File: src/rtl/odo_pkg.sv
// odo_pkg: shared widths, round limit and controller state encoding for the odo key-mixing blocks
package odo_pkg;
   localparam int KEY_W    = 10;
   localparam int PERIOD_W = 4;
   localparam logic [PERIOD_W-1:0] MAX_ROUNDS = 4'd10;
   typedef enum logic [1:0] {IDLE, RUN, DRAIN} state_t;
endpackage

File: src/rtl/odo_rotl1_xor.sv
// odo_rotl1_xor: one key-mixing round, rotate accumulator left by one then xor the round key
//   i_acc  current accumulator
//   i_key  round key
//   o_res  rotl1(i_acc) ^ i_key
module odo_rotl1_xor
   import odo_pkg::*;
(
   input  logic [KEY_W-1:0] i_acc,
   input  logic [KEY_W-1:0] i_key,
   output logic [KEY_W-1:0] o_res
);
   assign o_res = {i_acc[KEY_W-2:0], i_acc[KEY_W-1]} ^ i_key;
endmodule

File: src/rtl/odo_round_key_seq.sv
// odo_round_key_seq: sequences N rounds of rotate-xor key mixing against an external registered key ROM
//   clk, rst_n  rising-edge clock, async active-low reset
//   start       run request, sampled only in IDLE when no done pulse is showing
//   state_in    initial accumulator, captured on acceptance
//   rounds      round count, captured on acceptance, clamped to MAX_ROUNDS
//   key         ROM key, valid one cycle after period is presented
//   period      round index driven to the ROM
//   busy        acceptance cycle+1 through the done cycle
//   done        one-cycle completion pulse
//   state_out   final accumulator, held until the next done
module odo_round_key_seq
   import odo_pkg::*;
(
   input  logic                clk,
   input  logic                rst_n,
   input  logic                start,
   input  logic [KEY_W-1:0]    state_in,
   input  logic [PERIOD_W-1:0] rounds,
   input  logic [KEY_W-1:0]    key,
   output logic [PERIOD_W-1:0] period,
   output logic                busy,
   output logic                done,
   output logic [KEY_W-1:0]    state_out
);
   state_t              r_state;
   state_t              w_state_nxt;
   logic [KEY_W-1:0]    r_acc;
   logic [KEY_W-1:0]    r_state_out;
   logic [PERIOD_W-1:0] r_period;
   logic [PERIOD_W-1:0] r_cnt;
   logic [PERIOD_W-1:0] r_n;
   logic [1:0]          r_vld;
   logic                r_done;
   logic [PERIOD_W-1:0] w_n;
   logic [KEY_W-1:0]    w_next;
   logic                w_accept;

   assign w_n = (rounds > MAX_ROUNDS) ? MAX_ROUNDS : rounds;

   odo_rotl1_xor u_round (
      .i_acc (r_acc),
      .i_key (key),
      .o_res (w_next)
   );

   // start is ignored during the done cycle even though the FSM is already back in IDLE
   always_comb begin
      w_accept    = (r_state == IDLE) && start && !r_done;
      w_state_nxt = r_state;
      case (r_state)
         IDLE:    w_state_nxt = (w_accept && w_n != '0) ? RUN : IDLE;
         RUN:     w_state_nxt = (r_cnt == r_n) ? DRAIN : RUN;
         DRAIN:   w_state_nxt = r_vld[1] ? IDLE : DRAIN;
         default: w_state_nxt = IDLE;
      endcase
   end

   always_ff @(posedge clk or negedge rst_n)
      if (!rst_n) r_state <= IDLE;
      else        r_state <= w_state_nxt;

   // r_vld[0]: period register holds a live issue; r_vld[1]: key input holds its ROM result
   always_ff @(posedge clk or negedge rst_n)
      if (!rst_n) begin
         r_acc       <= '0;
         r_state_out <= '0;
         r_period    <= '0;
         r_cnt       <= '0;
         r_n         <= '0;
         r_vld       <= '0;
         r_done      <= 1'b0;
      end else begin
         r_done   <= 1'b0;
         r_vld[1] <= r_vld[0];
         if (r_vld[1]) r_acc <= w_next;
         if (w_accept) begin
            r_acc    <= state_in;
            r_n      <= w_n;
            r_period <= '0;
            r_cnt    <= 4'd1;
            r_vld[0] <= (w_n != '0);
            if (w_n == '0) begin
               r_done      <= 1'b1;
               r_state_out <= state_in;
            end
         end else if (r_state == RUN) begin
            if (r_cnt != r_n) begin
               r_period <= r_cnt;
               r_cnt    <= r_cnt + 4'd1;
            end else begin
               r_period <= '0;
               r_vld[0] <= 1'b0;
            end
         end else if (r_state == DRAIN && r_vld[1]) begin
            r_done      <= 1'b1;
            r_state_out <= w_next;
         end
      end

   assign period    = r_period;
   assign busy      = (r_state != IDLE) || r_done;
   assign done      = r_done;
   assign state_out = r_state_out;
endmodule

File: config.mk
export PLATFORM = sky130hd
export DESIGN_NAME = odo_round_key_seq
export DESIGN_NICKNAME = d
export VERILOG_FILES = /design/src/rtl/odo_pkg.sv /design/src/rtl/odo_rotl1_xor.sv /design/src/rtl/odo_round_key_seq.sv
export SDC_FILE = /design/constraint.sdc
export NUM_CORES = 1
export LEC_CHECK = 0
export ABC_AREA = 1
export CAP_MARGIN = 40
export CORE_ASPECT_RATIO = 1.2
export CORE_UTILIZATION = 50
export CTS_CLUSTER_DIAMETER = 30
export DETAILED_ROUTE_END_ITERATION = 6
export GPL_TIMING_DRIVEN = 0
export PLACE_DENSITY = 0.79
export SLEW_MARGIN = 20
export SYNTH_ARGS = -nofsm -noshare
export SYNTH_HDL_FRONTEND = slang
export SYNTH_SLANG_ARGS = --single-unit
export TNS_END_PERCENT = 100
File: constraint.sdc
create_clock -name clk -period 1.5 [get_ports clk]
set_input_delay 0.225 -clock clk [delete_from_list [all_inputs] [get_ports clk]]
set_output_delay 0.225 -clock clk [all_outputs]
set_load 0.1 [all_outputs]
==> flow_summary.ini <==
[status]
status = complete, no violations

[sta]
max_freq_mhz = 714
worst_slew_pin_slew_ns = 0.477
hold_viol = 0
relSlewSlack = 0.682
grt_setup_unrepaired = false
slew_violations = 0
setup_tns_ns = 0
finalCritPeriodShare = 0.934
layout_min_cycle_time_ns = 1.40
hold_slack_ns = 0.307
finalSetupViolCount = 0
skew_ns = 0.00217
setup_ws_ns = 0.0992

[flow_run]
cap_violations = 0

[cells_and_area]
final_cells = 333
final_nets = 308
design_area_um2 = 2710
drive_gt1_frac = 0.217
syn2layout_area_growth_pct = 42.8
final_util = 0.746
antenna-diode-count = 0

[place]
place.gp.congestion = 0.761
portBuffers = 42
hpwlAfterDp_mm = 3.26
dp.cells = 338
dpl_cell_area_um2 = 2650
pre_cts_ws_ns = -0.0546

[die]
initial_core_util = 0.523
fp.dieW_um = 58.3
core_um2 = 3630
io-pin-count = 43
die_area_um2 = 4050
row_count = 24
die_h_um = 69.5

[synthesis]
synth_edf_count = 0
syn_area_um2 = 1900
syn_inst = 227
synth_cell_types = 29
syn_area_per_cell_um2 = 8.37
ys_seq_area_frac = 0.487
syn_nets = 255
ys_ff_latch = 37
async_flop_share = 1.00
synth-main-ff-cell = dfrtp_1
ys_warn_count = 0

[clock_network]
h-tree-depth = 2
clk_pin_slew_worst_paths_ns = 0.07
numCtsBuffers = 5
cts.path.max_buffers = 2
clock_latency_ns = 0.29
cts_tree = built
clkSinkCount = 37
root_buffer = clkbuf_8

[worst_setup_path]
worst_path_dominant_cell_family = flip-flops
crit_path_end_kind = register
cpMaxStageDelayCell = dfrtp_4
worstPathRequired_ns = 1.66
critPathKind = reg2reg
critPathMaxStageDelay_ns = 0.50
crit_chain = inv_2, nand3_4, inv_4, buf_6, nand2_1, nor2_1, a21oi_1
critical_path_arrival_ns = 1.56
path_buf_inv = 3
crit_path_start_kind = register
cp_max_fo = 10

[grt]
grt_pass1_wl_mm = 7.38
antenna_found_initial = 0
grt_overflow = 0
first_global_vias = 1683
grt_max_degree = 31
grt_usage = 0.244

[detailed_routing]
dr.pass1.iters = 4
wirelength_mm = 4.35
post-route-drc-count = 0
ant_nets = 0
first_iter_violations = 59
vias = 1683
viasPerCell = 5.05
wl_per_cell_um = 13.1

[pwr]
power_mw = 2.30
static-leakage-power_nw = 1.32
pwr_density_cell_nw_per_um2 = 849
ir_drop_v = 0.000674

[worst_hold_path]
worst_hold_path_type = in2async
[per-layer routing]
layer / GRT usage / routed length (um)
met1: 0.267 / 1680
met2: 0.452 / 2430
met3: 0.0560 / 162
met4: 0.0794 / 78
met5: 0 / 0
[cell usage after synthesis (2+ instances only)]
master,n,area share
nand2_2,10,0.033
o21ai_2,6,0.028
nand4_1,3,0.0099
nand3_1,26,0.069
clkbuf_1,2,0.0040
nand2_1,80,0.16
buf_6,3,0.018
buf_4,2,0.0079
xnor2_1,10,0.046
nor2_1,4,0.0079
o21ai_1,5,0.013
o22ai_1,2,0.0066
o21ai_0,6,0.016
or2_2,2,0.0066
dfrtp_1,37,0.49
inv_1,16,0.032
[sequential cells by signal, summed over array words and instances (netlist names)]
signal,flops
r_n,4
r_cnt,4
done,1
r_state,2
r_vld,2
r_acc,10
period,4
state_out,10
[final timing paths]
path / start / endpoint / slack [ns] / depth (start not counted)
setup / recovery: done / r_n[1] / 0.1 / 7
min in group clk: r_vld[0] / r_vld[1] / 0.39 / 0
max in group asynchronous: rst_n / done / 0.77 / 3
setup reg to reg: done / r_n[1] / 0.1 / 7
hold reg to reg: r_vld[0] / r_vld[1] / 0.39 / 0
hold / removal: rst_n / period[3] / 0.31 / 2
[worst reg2reg max path: stages (launching register included)]
cell     delay, ns
dfrtp_4       0.50
inv_2         0.10
nand3_4       0.13
inv_4         0.13
buf_6         0.17
nand2_1       0.08
nor2_1        0.10
a21oi_1       0.05
[layout make-up]
cell class | instances | area (um2)
Buffer | 9 | 65.1
Multi-Input combinational cell | 163 | 841
Timing Repair Buffer | 46 | 621
Inverter | 18 | 70.1
Fill cell | 256 | 922
Clock inverter | 2 | 37.5
Sequential cell | 37 | 930
Tap cell | 52 | 65.1
Clock buffer | 6 | 82.6
[power breakdown]
part | switching [mW] | internal, mW | total (mW)
registers | 0.0279 | 1.02 | 1.05
logic | 0.195 | 0.167 | 0.363
clock network | 0.347 | 0.540 | 0.887
[placed cells by master (no fill, tap or decap), types with 6 or more instances in the layout]
| cell type | n |
|---|---|
| dfrtp_1 | 36 |
| inv_1 | 15 |
| nand2_1 | 79 |
| o21ai_0 | 6 |
| nand3_1 | 26 |
| clkdlybuf4s50_1 | 25 |
| buf_12 | 17 |
| xnor2_1 | 10 |
| clkbuf_8 | 6 |
| o21ai_2 | 6 |
| nand2_2 | 11 |
[logic make-up after synthesis]
logic type	Yosys count	synth area share
AO/OA/AOI/OAI	22	0.0738
XOR/XNOR	11	0.0507
adder cells (fa/ha/maj)	1	0.00659
buffers and inverters	27	0.0711
flip-flops	37	0.487
AND/OR/NAND/NOR	129	0.310
[timing repair]
item,in CTS,in global routing
gates resized for setup,17,0
buffers inserted,2,0
endpoints found under the hold margin,7,0
endpoints found under the setup margin,16,0
hold buffers,1,0
Note: power is estimated with default switching activity, not from simulation.
